File: config.mk
export PLATFORM = sky130hd
export DESIGN_NAME = ksa_operand_sequencer_flat
export DESIGN_NICKNAME = d
export VERILOG_FILES = /design/src/rtl/ksa_seq_pkg.sv /design/src/rtl/ksa_operand_sequencer_if.sv /design/src/rtl/ksa_seq_wb_regs.sv /design/src/rtl/ksa_operand_sequencer.sv /design/src/flat_wrapper.sv
export SDC_FILE = /design/constraint.sdc
export NUM_CORES = 1
export LEC_CHECK = 0
export ABC_CLOCK_PERIOD_IN_PS = 2190
export CORE_UTILIZATION = 40
export DETAILED_ROUTE_END_ITERATION = 12
export PLACE_DENSITY_LB_ADDON = 0.05
export REMOVE_ABC_BUFFERS = 1
export SLEW_MARGIN = 20
export SYNTH_ARGS = -nofsm -noshare
export SYNTH_HDL_FRONTEND = slang
export SYNTH_SLANG_ARGS = --single-unit
File: constraint.sdc
create_clock -name wb_clk_i -period 2.19 [get_ports wb_clk_i]
set_clock_uncertainty 0.1 [all_clocks]
set_input_delay 0.438 -clock wb_clk_i [delete_from_list [all_inputs] [get_ports wb_clk_i]]
set_output_delay 0.438 -clock wb_clk_i [all_outputs]
set_load 0.02 [all_outputs]
File: src/rtl/ksa_seq_pkg.sv
// Shared constants and state type for the KSA operand sequencer:
// register offsets, CTRL/STATUS bit positions and the FSM state enum.
package ksa_seq_pkg;

  localparam logic [1:0] REG_CTRL    = 2'd0;
  localparam logic [1:0] REG_OPERAND = 2'd1;
  localparam logic [1:0] REG_RESULT  = 2'd2;
  localparam logic [1:0] REG_STATUS  = 2'd3;

  localparam int CTRL_START     = 0;
  localparam int CTRL_IRQ_EN    = 1;
  localparam int CTRL_ACC_MODE  = 2;
  localparam int CTRL_SETTLE_LO = 8;

  localparam int STAT_BUSY = 0;
  localparam int STAT_DONE = 1;
  localparam int STAT_ERR  = 2;

  typedef enum logic [1:0] {
    IDLE    = 2'd0,
    LOAD    = 2'd1,
    SETTLE  = 2'd2,
    CAPTURE = 2'd3
  } seq_state_e;

endpackage

File: src/rtl/ksa_operand_sequencer_if.sv
// Wishbone slave bus bundle for the KSA operand sequencer.
// Signal names keep the Caravel-style wbs_* naming seen from the slave side.
interface ksa_operand_sequencer_if;

  logic        wbs_stb_i;
  logic        wbs_cyc_i;
  logic        wbs_we_i;
  logic [3:0]  wbs_sel_i;
  logic [31:0] wbs_adr_i;
  logic [31:0] wbs_dat_i;
  logic        wbs_ack_o;
  logic [31:0] wbs_dat_o;

  modport master (
    output wbs_stb_i, wbs_cyc_i, wbs_we_i, wbs_sel_i, wbs_adr_i, wbs_dat_i,
    input  wbs_ack_o, wbs_dat_o
  );

  modport slave (
    input  wbs_stb_i, wbs_cyc_i, wbs_we_i, wbs_sel_i, wbs_adr_i, wbs_dat_i,
    output wbs_ack_o, wbs_dat_o
  );

endinterface

File: src/rtl/ksa_seq_wb_regs.sv
// Wishbone decode, single-cycle ack and register file (CTRL/OPERAND/RESULT/STATUS).
// Writes land on the same edge that raises ack; read data is registered alongside it.
module ksa_seq_wb_regs
  import ksa_seq_pkg::*;
#(
  parameter logic [31:0]         BASE_ADDR  = 32'h3000_0000,
  parameter int                  SETTLE_W   = 4,
  parameter logic [SETTLE_W-1:0] SETTLE_RST = SETTLE_W'(2)
) (
  input  logic                    clk,
  input  logic                    rst_n,
  ksa_operand_sequencer_if.slave  wb,
  input  logic                    busy,
  input  logic                    capture_valid,
  input  logic [15:0]             capture_sum,
  input  logic                    capture_cout,
  input  logic                    done_clr,
  input  logic                    start_err,
  output logic                    start_pulse,
  output logic                    irq_en,
  output logic                    acc_mode,
  output logic [SETTLE_W-1:0]     settle,
  output logic [15:0]             op_a,
  output logic [15:0]             op_b,
  output logic [15:0]             result_sum,
  output logic                    done
);

  logic                ack_q, ack_d;
  logic [31:0]         rdat_q, rdat_d;
  logic                start_q, start_d;
  logic                irq_en_q, irq_en_d;
  logic                acc_mode_q, acc_mode_d;
  logic [SETTLE_W-1:0] settle_q, settle_d;
  logic [31:0]         operand_q, operand_d;
  logic [16:0]         result_q, result_d;
  logic                done_q, done_d;
  logic                err_q, err_d;

  logic       req, wr, rd;
  logic [1:0] idx;
  logic       unused_adr;

  assign unused_adr = ^wb.wbs_adr_i[1:0];

  assign req = wb.wbs_stb_i & wb.wbs_cyc_i & ~ack_q &
               (wb.wbs_adr_i[31:4] == BASE_ADDR[31:4]);
  assign wr  = req & wb.wbs_we_i;
  assign rd  = req & ~wb.wbs_we_i;
  assign idx = wb.wbs_adr_i[3:2];

  always_comb begin
    ack_d      = req;
    rdat_d     = '0;
    start_d    = 1'b0;
    irq_en_d   = irq_en_q;
    acc_mode_d = acc_mode_q;
    settle_d   = settle_q;
    operand_d  = operand_q;
    result_d   = result_q;
    done_d     = done_q;
    err_d      = err_q;

    if (rd) begin
      case (idx)
        REG_CTRL: begin
          rdat_d[CTRL_IRQ_EN]                = irq_en_q;
          rdat_d[CTRL_ACC_MODE]              = acc_mode_q;
          rdat_d[CTRL_SETTLE_LO +: SETTLE_W] = settle_q;
        end
        REG_OPERAND: rdat_d = operand_q;
        REG_RESULT:  rdat_d = {15'b0, result_q};
        REG_STATUS: begin
          rdat_d[STAT_BUSY] = busy;
          rdat_d[STAT_DONE] = done_q;
          rdat_d[STAT_ERR]  = err_q;
        end
        default: rdat_d = '0;
      endcase
    end

    if (wr) begin
      case (idx)
        REG_CTRL: begin
          if (wb.wbs_sel_i[0]) begin
            start_d    = wb.wbs_dat_i[CTRL_START];
            irq_en_d   = wb.wbs_dat_i[CTRL_IRQ_EN];
            acc_mode_d = wb.wbs_dat_i[CTRL_ACC_MODE];
          end
          if (wb.wbs_sel_i[1]) settle_d = wb.wbs_dat_i[CTRL_SETTLE_LO +: SETTLE_W];
        end
        REG_OPERAND: begin
          if (busy) begin
            err_d = 1'b1;
          end else begin
            for (int i = 0; i < 4; i++) begin
              if (wb.wbs_sel_i[i]) operand_d[8*i +: 8] = wb.wbs_dat_i[8*i +: 8];
            end
          end
        end
        REG_STATUS: begin
          if (wb.wbs_sel_i[0]) begin
            if (wb.wbs_dat_i[STAT_DONE]) done_d = 1'b0;
            if (wb.wbs_dat_i[STAT_ERR])  err_d  = 1'b0;
          end
        end
        default: ;
      endcase
    end

    // Hardware events are applied last so a set always beats a same-cycle W1C.
    if (done_clr) done_d = 1'b0;
    if (capture_valid) begin
      done_d   = 1'b1;
      result_d = {capture_cout, capture_sum};
    end
    if (start_err) err_d = 1'b1;
  end

  always_ff @(posedge clk or negedge rst_n) begin
    if (!rst_n) begin
      ack_q      <= 1'b0;
      rdat_q     <= '0;
      start_q    <= 1'b0;
      irq_en_q   <= 1'b0;
      acc_mode_q <= 1'b0;
      settle_q   <= SETTLE_RST;
      operand_q  <= '0;
      result_q   <= '0;
      done_q     <= 1'b0;
      err_q      <= 1'b0;
    end else begin
      ack_q      <= ack_d;
      rdat_q     <= rdat_d;
      start_q    <= start_d;
      irq_en_q   <= irq_en_d;
      acc_mode_q <= acc_mode_d;
      settle_q   <= settle_d;
      operand_q  <= operand_d;
      result_q   <= result_d;
      done_q     <= done_d;
      err_q      <= err_d;
    end
  end

  assign wb.wbs_ack_o = ack_q;
  assign wb.wbs_dat_o = rdat_q;
  assign start_pulse  = start_q;
  assign irq_en       = irq_en_q;
  assign acc_mode     = acc_mode_q;
  assign settle       = settle_q;
  assign op_a         = operand_q[15:0];
  assign op_b         = operand_q[31:16];
  assign result_sum   = result_q[15:0];
  assign done         = done_q;

endmodule

File: src/rtl/ksa_operand_sequencer.sv
// Wishbone-fed operand sequencer for the 16-bit Kogge-Stone adder: drives a/b,
// waits a programmable settle window, then captures sum/cout and flags done.
module ksa_operand_sequencer
  import ksa_seq_pkg::*;
#(
  parameter logic [31:0]         BASE_ADDR  = 32'h3000_0000,
  parameter int                  SETTLE_W   = 4,
  parameter logic [SETTLE_W-1:0] SETTLE_RST = SETTLE_W'(2)
) (
  input  logic                   wb_clk_i,
  input  logic                   wb_rst_ni,
  ksa_operand_sequencer_if.slave wb,
  output logic [15:0]            add_a_o,
  output logic [15:0]            add_b_o,
  input  logic [15:0]            add_sum_i,
  input  logic                   add_cout_i,
  output logic                   irq_o
);

  seq_state_e          state_q;
  logic [SETTLE_W-1:0] cnt_q;
  logic [15:0]         add_a_q, add_b_q;

  logic                start_pulse, irq_en, acc_mode, done;
  logic [SETTLE_W-1:0] settle;
  logic [15:0]         op_a, op_b, result_sum;
  logic                busy, capture_valid, done_clr, start_err;

  assign busy          = (state_q != IDLE);
  assign capture_valid = (state_q == CAPTURE);
  assign done_clr      = start_pulse & ~busy;
  assign start_err     = start_pulse & busy;

  ksa_seq_wb_regs #(
    .BASE_ADDR  (BASE_ADDR),
    .SETTLE_W   (SETTLE_W),
    .SETTLE_RST (SETTLE_RST)
  ) u_regs (
    .clk           (wb_clk_i),
    .rst_n         (wb_rst_ni),
    .wb            (wb),
    .busy          (busy),
    .capture_valid (capture_valid),
    .capture_sum   (add_sum_i),
    .capture_cout  (add_cout_i),
    .done_clr      (done_clr),
    .start_err     (start_err),
    .start_pulse   (start_pulse),
    .irq_en        (irq_en),
    .acc_mode      (acc_mode),
    .settle        (settle),
    .op_a          (op_a),
    .op_b          (op_b),
    .result_sum    (result_sum),
    .done          (done)
  );

  // OPERAND writes are locked out while busy, so sampling at LOAD sees the
  // same operands that were present when the start was accepted.
  always_ff @(posedge wb_clk_i or negedge wb_rst_ni) begin
    if (!wb_rst_ni) begin
      state_q <= IDLE;
      cnt_q   <= '0;
      add_a_q <= '0;
      add_b_q <= '0;
    end else begin
      case (state_q)
        IDLE: begin
          if (start_pulse) state_q <= LOAD;
        end
        LOAD: begin
          add_a_q <= acc_mode ? result_sum : op_a;
          add_b_q <= op_b;
          cnt_q   <= settle;
          state_q <= (settle == '0) ? CAPTURE : SETTLE;
        end
        SETTLE: begin
          cnt_q <= cnt_q - 1'b1;
          if (cnt_q == SETTLE_W'(1)) state_q <= CAPTURE;
        end
        CAPTURE: begin
          state_q <= IDLE;
        end
        default: state_q <= IDLE;
      endcase
    end
  end

  assign add_a_o = add_a_q;
  assign add_b_o = add_b_q;
  assign irq_o   = done & irq_en;

endmodule

File: src/flat_wrapper.sv
// flat-port wrapper written by rule: the top's interface ports become plain ports
module ksa_operand_sequencer_flat import ksa_seq_pkg::*;
#(
  parameter logic [31:0]         BASE_ADDR  = 32'h3000_0000,
  parameter int                  SETTLE_W   = 4,
  parameter logic [SETTLE_W-1:0] SETTLE_RST = SETTLE_W'(2)
)
  (wb_clk_i, wb_rst_ni, add_a_o, add_b_o, add_sum_i, add_cout_i, irq_o, wb_wbs_stb_i, wb_wbs_cyc_i, wb_wbs_we_i, wb_wbs_sel_i, wb_wbs_adr_i, wb_wbs_dat_i, wb_wbs_ack_o, wb_wbs_dat_o);
  ksa_operand_sequencer_if wb_i ();
  input  logic wb_clk_i;
  input  logic wb_rst_ni;
  output logic [15:0] add_a_o;
  output logic [15:0] add_b_o;
  input  logic [15:0] add_sum_i;
  input  logic add_cout_i;
  output logic irq_o;
  input wire logic [$bits(wb_i.wbs_stb_i)-1:0] wb_wbs_stb_i;
  input wire logic [$bits(wb_i.wbs_cyc_i)-1:0] wb_wbs_cyc_i;
  input wire logic [$bits(wb_i.wbs_we_i)-1:0] wb_wbs_we_i;
  input wire logic [$bits(wb_i.wbs_sel_i)-1:0] wb_wbs_sel_i;
  input wire logic [$bits(wb_i.wbs_adr_i)-1:0] wb_wbs_adr_i;
  input wire logic [$bits(wb_i.wbs_dat_i)-1:0] wb_wbs_dat_i;
  output wire logic [$bits(wb_i.wbs_ack_o)-1:0] wb_wbs_ack_o;
  output wire logic [$bits(wb_i.wbs_dat_o)-1:0] wb_wbs_dat_o;
  assign wb_i.wbs_stb_i = wb_wbs_stb_i;
  assign wb_i.wbs_cyc_i = wb_wbs_cyc_i;
  assign wb_i.wbs_we_i = wb_wbs_we_i;
  assign wb_i.wbs_sel_i = wb_wbs_sel_i;
  assign wb_i.wbs_adr_i = wb_wbs_adr_i;
  assign wb_i.wbs_dat_i = wb_wbs_dat_i;
  assign wb_wbs_ack_o = wb_i.wbs_ack_o;
  assign wb_wbs_dat_o = wb_i.wbs_dat_o;
  ksa_operand_sequencer #(.BASE_ADDR(BASE_ADDR), .SETTLE_W(SETTLE_W), .SETTLE_RST(SETTLE_RST)) u_core (.wb_clk_i(wb_clk_i), .wb_rst_ni(wb_rst_ni), .wb(wb_i), .add_a_o(add_a_o), .add_b_o(add_b_o), .add_sum_i(add_sum_i), .add_cout_i(add_cout_i), .irq_o(irq_o));
endmodule
==> flow_summary.yaml, run 1 <==
global_routing:
  grt_overflow: 0
  grt_pass1_wl_um: 21500
  grt_max_degree: 49
  grt_pass1_vias: 4230
  track_usage_pct: 20.3
  antenna_found_initial: 0
synthesis:
  ys_types: 39
  syn_inst: 410
  synth-seq-cells: 129
  ys_seq_area_share_pct: 59.7
  yosysWarnings: 0
  syn_avg_cell_area_um2: 13.2
  netlist_area_um2: 5410
detailed_routing:
  drtIter0Drc: 160
  via_per_inst: 5.13
  wire_per_inst_um: 17.5
  vias: 4051
  ant_nets: 0
  firstDrtPassIters: 6
  wirelength_um: 13800
  drc_errors: 0
power_and_ir_drop:
  power.leakage_nw: 3.69
  internal_power_mw: 4.42
  p_clk_share_pct: 51.7
  total_power_mw: 5.56
  p_sw_mw: 1.15
  powerDensity_nw_per_um2: 680
  switching_share_pct: 20.6
  combPwrFrac_pct: 5.4
  seqPwrFrac_pct: 42.9
  ir_drop_mv: 0.401
timing:
  period_share_pct: 99.8
  rsz0062_at_grt: "yes"
  timing.fmax_mhz: 458
  slew_headroom_pct: 67.7
  tightest_slew_ns: 0.484
  whs_ns: 0.392
  hold_viol: 0
  post-route-min-period_ns: 2.19
  setup_viol: 0
  slew_viol_final: 0
layout:
  final_cells: 790
  n_antenna_cell: 0
  drive_gt1_share_pct: 26.9
  finalNetCount: 702
  num-fill-cells: 1079
  syn_to_final_growth_pct: 51.2
critical_path:
  crit_arrival_ns: 2.42
  crit_slowest_cell: "clkdlybuf4s50_1"
  crit_path_end: "u_core.u_regs.wb.wbs_dat_o[7]"
  cp.depth: 8
  r2r-end: "u_core.u_regs.wb.wbs_dat_o[20]"
  worstSetupPathType: "input pin to flop"
  startpoint: "wb_wbs_adr_i[18]"
  r2r_cells: 7
  critPathBufInv: 4
  slowest_delay_ns: 0.44
  reg2reg_slack_ns: 0.13
  critPathLaunchType: "input pin"
  r2r_start: "u_core.u_regs.wb.wbs_ack_o"
  required_ns: 2.43
  cp_max_fo: 9
  crit_family: "buffers and inverters"
  crit_chain: "clkdlybuf4s50_1 -> nor4_2 -> nand4_1 -> buf_6 -> buf_4 -> nor4b_4 -> buf_2 -> nor2b_1"
  end_kind: "flop"
placed_design:
  hpwl_um: 9280
  gp_congestion: 0.812
  dp_cells: 753
  io_buffers: 153
cts:
  cts-root-buf: "clkbuf_16"
  clkTransAtPathRegs_ns: 0.06
  clock-sinks: 129
  clk_latency_ns: 0.42
  cts_tree: "yes"
  clockBufferDepth: 2
  ctsHtreeMaxLevel: 4
  numCtsBuffers: 17
floorplanning:
  dieArea_um2: 14000
  core_area_um2: 13200
  start_util_pct: 40.9
  die_h_um: 118
  die_w_um: 118
  num_rows: 42
  io_pins: 156
min_path:
  hp-class: "flop to flop"
outcome:
  outcome: "complete, no violations"
flow_run:
  maxCapViolations: 0
-- stage by stage --
stage	setup slack, ns	area, um2	util [%]	setup TNS (ns)
2_1_floorplan	-0.421	5330	-	-11.32
3_3_place_gp	-0.429	7410	56.0	-23.66
3_5_place_dp	-0.496	7410	56.0	-28.18
4_1_cts	0.00457	8060	60.8	0
5_1_grt	-0.0858	8180	61.8	-2.83
6_report	0.00461	8180	61.8	0
-- layout make-up --
type                       count  area (um2)  share of cell area (%)
clock buffer                  24         512                    6.25
tap                          176         220                    2.69
timing repair buffer         194        1940                    23.7
inverter                      11        41.3                   0.505
clock inverter                 8         100                    1.22
sequential                   129        3230                    39.5
multi-input combinational    248        2140                    26.1
-- worst reg2reg max path: cells and delay by family (launching register included) --
| family | cells | cell delay, ns |
|---|---|---|
| buffers and inverters | 3 | 0.53 |
| DFF | 1 | 0.40 |
| and+or+nand+nor | 4 | 0.96 |
-- cells in the mapped netlist (all sizes together) --
cell     count  area share (%)
or3b         1            0.16
or2          1            0.12
and2        17             2.0
clkbuf      17             1.2
o21a         1            0.14
and3b        1            0.16
nand2b       2            0.23
o221ai       1            0.16
a31oi        1            0.12
nor2b       11             1.3
a22oi       10             1.4
o22ai        1            0.12
mux2i       17             3.1
nor4b        2            0.56
nor4        16             2.8
nand4        4            0.46
o21ai        3            0.28
a2bb2oi      1            0.16
buf          5            0.39
a31o         1            0.16
nor3         5            0.46
ha          11             2.5
nor4bb       1            0.19
a21oi       23             2.1
nand2        9            0.62
a222oi       7             1.3
or3          1            0.12
o41ai        1            0.16
dfrtp      128              59
o22a         1            0.16
inv         11            0.76
o211ai       2            0.28
dfstp        1            0.49
nand3        5            0.46
nor2        20             1.4
mux2        71              15
-- what timing repair did --
item / 4_1_cts / 5_1_grt
setup endpoints to repair: 41 / 41
hold buffers: 1 / 0
pin swaps: 0 / 13
endpoints found under the hold margin: 44 / 0
cloned: 0 / 3
setup buffers: 0 / 1
gates resized for setup: 5 / 27
-- power by group through the flow --
stage	combinational (mW)	clock (mW)	sequential [mW]
4_1_cts	0.300	2.93	2.38
6_report	0.303	2.87	2.39
5_1_grt	0.328	3.04	2.38
3_3_place_gp	0.293	0	2.43
2_1_floorplan	0.0336	0	2.43
3_5_place_dp	0.297	0	2.43
-- cells by family (layout without fill, tap and decap cells) --
family	count (synthesis)	in the layout	synth area share (%)
adders and majority gates	11	11	2.54
and+or+nand+nor	96	96	11.0
DFF	129	129	59.7
AOI/OAI and AO/OA	53	53	6.55
muxes	88	88	17.9
buffers and inverters	33	237	2.34
-- flip-flops by register name, summed over array words and instances, names as in the netlist, 2 cells and up --
register / count
u_core.u_regs.result_q: 17
u_core.add_b_o: 16
u_core.u_regs.settle: 4
u_core.u_regs.wb.wbs_dat_o: 32
u_core.add_a_o: 16
u_core.state_q: 2
u_core.cnt_q: 4
u_core.u_regs.operand_q: 32
-- routing by layer --
metal | GRT usage [%] | vias up | wire length, um
li1 | - | 1863 | -
met1 | 25.3 | 2039 | 5930
met2 | 32.9 | 133 | 6910
met3 | 5.55 | 16 | 770
met4 | 9.05 | 0 | 204
met5 | 0 | - | 0
-- placed cells by master, fill, tap and decap left out, types with 3 or more instances in the layout --
master / n
a21oi_1: 23
clkinvlp_4: 4
nand2_1: 9
dfrtp_1: 128
mux2_2: 71
buf_12: 5
clkdlybuf4s50_1: 148
nor2_1: 20
nor4_2: 6
inv_1: 11
ha_1: 10
nor4_1: 7
clkbuf_16: 17
nand3_1: 5
o21ai_0: 3
buf_4: 26
nor4_4: 3
a222oi_1: 7
dlymetal6s2s_1: 4
and2_1: 13
and2_4: 4
mux2i_1: 17
clkbuf_8: 6
a22oi_1: 10
nand4_1: 4
buf_6: 9
nor2b_1: 11
nor3_1: 4
-- how the worst min path moves through the flow --
stage | startpoint | slack, ns | to | cells after the start
CTS | u_core.u_regs.operand_q[22] | 0.40 | u_core.u_regs.wb.wbs_dat_o[22] | 1
finish | u_core.u_regs.operand_q[22] | 0.39 | u_core.u_regs.wb.wbs_dat_o[22] | 1
floorplan | wb_rst_ni | 0.04 | u_core.add_a_o[0] | 0
global route | u_core.add_b_o[1] | 0.42 | u_core.add_b_o[1] | 1
detailed placement | wb_rst_ni | 0.32 | u_core.u_regs.wb.wbs_dat_o[24] | 1
global placement | wb_rst_ni | 0.31 | u_core.u_regs.wb.wbs_dat_o[24] | 1
Power figures use the tool's default switching activity.
==> inputs of run 2 (changes only) <==
--- a/config.mk
+++ b/config.mk
@@ -5,8 +5,8 @@
 export SDC_FILE = /design/constraint.sdc
 export NUM_CORES = 1
 export LEC_CHECK = 0
-export ABC_CLOCK_PERIOD_IN_PS = 2190
 export CORE_UTILIZATION = 40
+export CTS_BUF_LIST = sky130_fd_sc_hd__clkbuf_8 sky130_fd_sc_hd__clkbuf_16
 export DETAILED_ROUTE_END_ITERATION = 12
 export PLACE_DENSITY_LB_ADDON = 0.05
 export REMOVE_ABC_BUFFERS = 1
==> run 2 against run 1 <==
Critical path depth unchanged. Final cell count stayed put. Via count is the same. Highest routed layer unchanged. Global-route usage stayed put. Final area stayed put.
==> flow_summary.yaml, run 2 (same netlist as run 1, synthesis figures left out) <==
timing:
  slew_headroom_pct: 67.7
  slew_viol_final: 0
  tightest_slew_ns: 0.484
  rsz0062_at_grt: "yes"
  post-route-min-period_ns: 2.19
  hold_viol: 0
  setup_ws_ns: 0.00461
  period_share_pct: 99.8
  timing.fmax_mhz: 458
  whs_ns: 0.392
  setup_viol: 0
power_and_ir_drop:
  ir_drop_mv: 0.401
  powerDensity_nw_per_um2: 679
  p_sw_mw: 1.15
  p_clk_share_pct: 51.6
  combPwrFrac_pct: 5.5
  internal_power_mw: 4.41
  power.leakage_nw: 3.69
  total_power_mw: 5.56
  seqPwrFrac_pct: 42.9
  switching_share_pct: 20.6
detailed_routing:
  wire_per_inst_um: 17.5
  vias: 4051
  via_per_inst: 5.13
  drtIter0Drc: 160
  ant_nets: 0
  firstDrtPassIters: 6
  drc_errors: 0
  wirelength_um: 13800
layout:
  syn_to_final_growth_pct: 51.2
  n_antenna_cell: 0
  final_cells: 790
  layout.cells.most_common: "clkdlybuf4s50_1"
  finalNetCount: 702
  drive_gt1_share_pct: 26.9
  final_cell_mix: "clkdlybuf4s50_1, dfrtp_1, mux2_2"
global_routing:
  grt_pass1_wl_um: 21500
  grt_pass1_vias: 4227
  track_usage_pct: 20.3
  grt_overflow: 0
  grt_max_degree: 49
  antenna_found_initial: 0
critical_path:
  crit_arrival_ns: 2.42
  end_kind: "flop"
  critPathLaunchType: "input pin"
  required_ns: 2.43
  cp_max_fo: 9
  worstSetupPathType: "input pin to flop"
cts:
  clkTransAtPathRegs_ns: 0.06
  numCtsBuffers: 17
  clockBufferDepth: 2
  cts-root-buf: "clkbuf_16"
  cts_tree: "yes"
  ctsHtreeMaxLevel: 4
  clk_latency_ns: 0.42
  clock-sinks: 129
floorplanning:
  num_rows: 42
  die_w_um: 118
  io_pins: 156
  core_area_um2: 13200
  start_util_pct: 40.9
  dieArea_um2: 14000
  die_h_um: 118
flow_run:
  maxCapViolations: 0
placed_design:
  pre_cts_slack_ns: -0.496
  io_buffers: 153
  hpwl_um: 9280
  dp_cells: 753
  gp_congestion: 0.812
outcome:
  outcome: "complete, no violations"
min_path:
  hp-class: "flop to flop"
[run 2: repair_timing]
action	CTS	global route
resized for setup	5	27
gates cloned	0	3
hold buffers	1	0
hold endpoints to repair	44	0
buffers inserted	0	1
endpoints found under the setup margin	41	41
pin swaps	0	13
[run 2: worst max-delay path: stages]
cell             delay [ns]
clkdlybuf4s50_1        0.44
nor4_2                 0.31
nand4_1                0.17
buf_6                  0.19
buf_4                  0.16
nor4b_4                0.32
buf_2                  0.22
nor2b_1                0.17
[run 2: power groups by stage]
stage / Combinational, mW / Sequential (mW) / Clock (mW)
global route: 0.328 / 2.38 / 3.04
global placement: 0.293 / 2.43 / 0
finish: 0.303 / 2.39 / 2.87
floorplan: 0.0336 / 2.43 / 0
CTS: 0.300 / 2.38 / 2.93
detailed placement: 0.297 / 2.43 / 0
[run 2: worst paths after layout]
path / start / endpoint / slack, ns / depth (start not counted)
min in group asynchronous: wb_rst_ni / u_core.add_b_o[8] / 0.43 / 2
worst max-delay path: wb_wbs_adr_i[18] / u_core.u_regs.wb.wbs_dat_o[7] / 0.005 / 8
worst max register to register: u_core.u_regs.wb.wbs_ack_o / u_core.u_regs.wb.wbs_dat_o[20] / 0.13 / 7
max in group asynchronous: wb_rst_ni / u_core.u_regs.wb.wbs_dat_o[4] / 0.96 / 3
worst min register to register: u_core.u_regs.operand_q[22] / u_core.u_regs.wb.wbs_dat_o[22] / 0.39 / 1
worst min-delay path: u_core.u_regs.operand_q[22] / u_core.u_regs.wb.wbs_dat_o[22] / 0.39 / 1
[run 2: stage by stage]
step	cell area [um2]	util, %	setup TNS [ns]
after floorplan	5330	-	-11.32
after global placement	7410	56.0	-23.66
after detailed placement	7410	56.0	-28.18
after CTS	8060	60.8	0
after global routing	8180	61.8	-2.83
final	8180	61.8	0
[run 2: cell type report]
type,instances,area [um2]
well taps,176,220
clock inverters,9,104
fillers,1079,5060
multi-input cells,248,2140
inverters,11,41.3
clock buffers,23,508
flip-flops and latches,129,3230
repair buffers,194,1940
[run 2: routing by layer]
layer  wire length [um]  part of all wire (%)  up-vias  GRT usage (%)
met5                  0                     0        -              0
met4                204                   1.5        0           9.05
met3                770                   5.6       16           5.55
met2               6910                    50      133           32.9
met1               5930                    43     2039           25.3
li1                   -                     -     1863              -
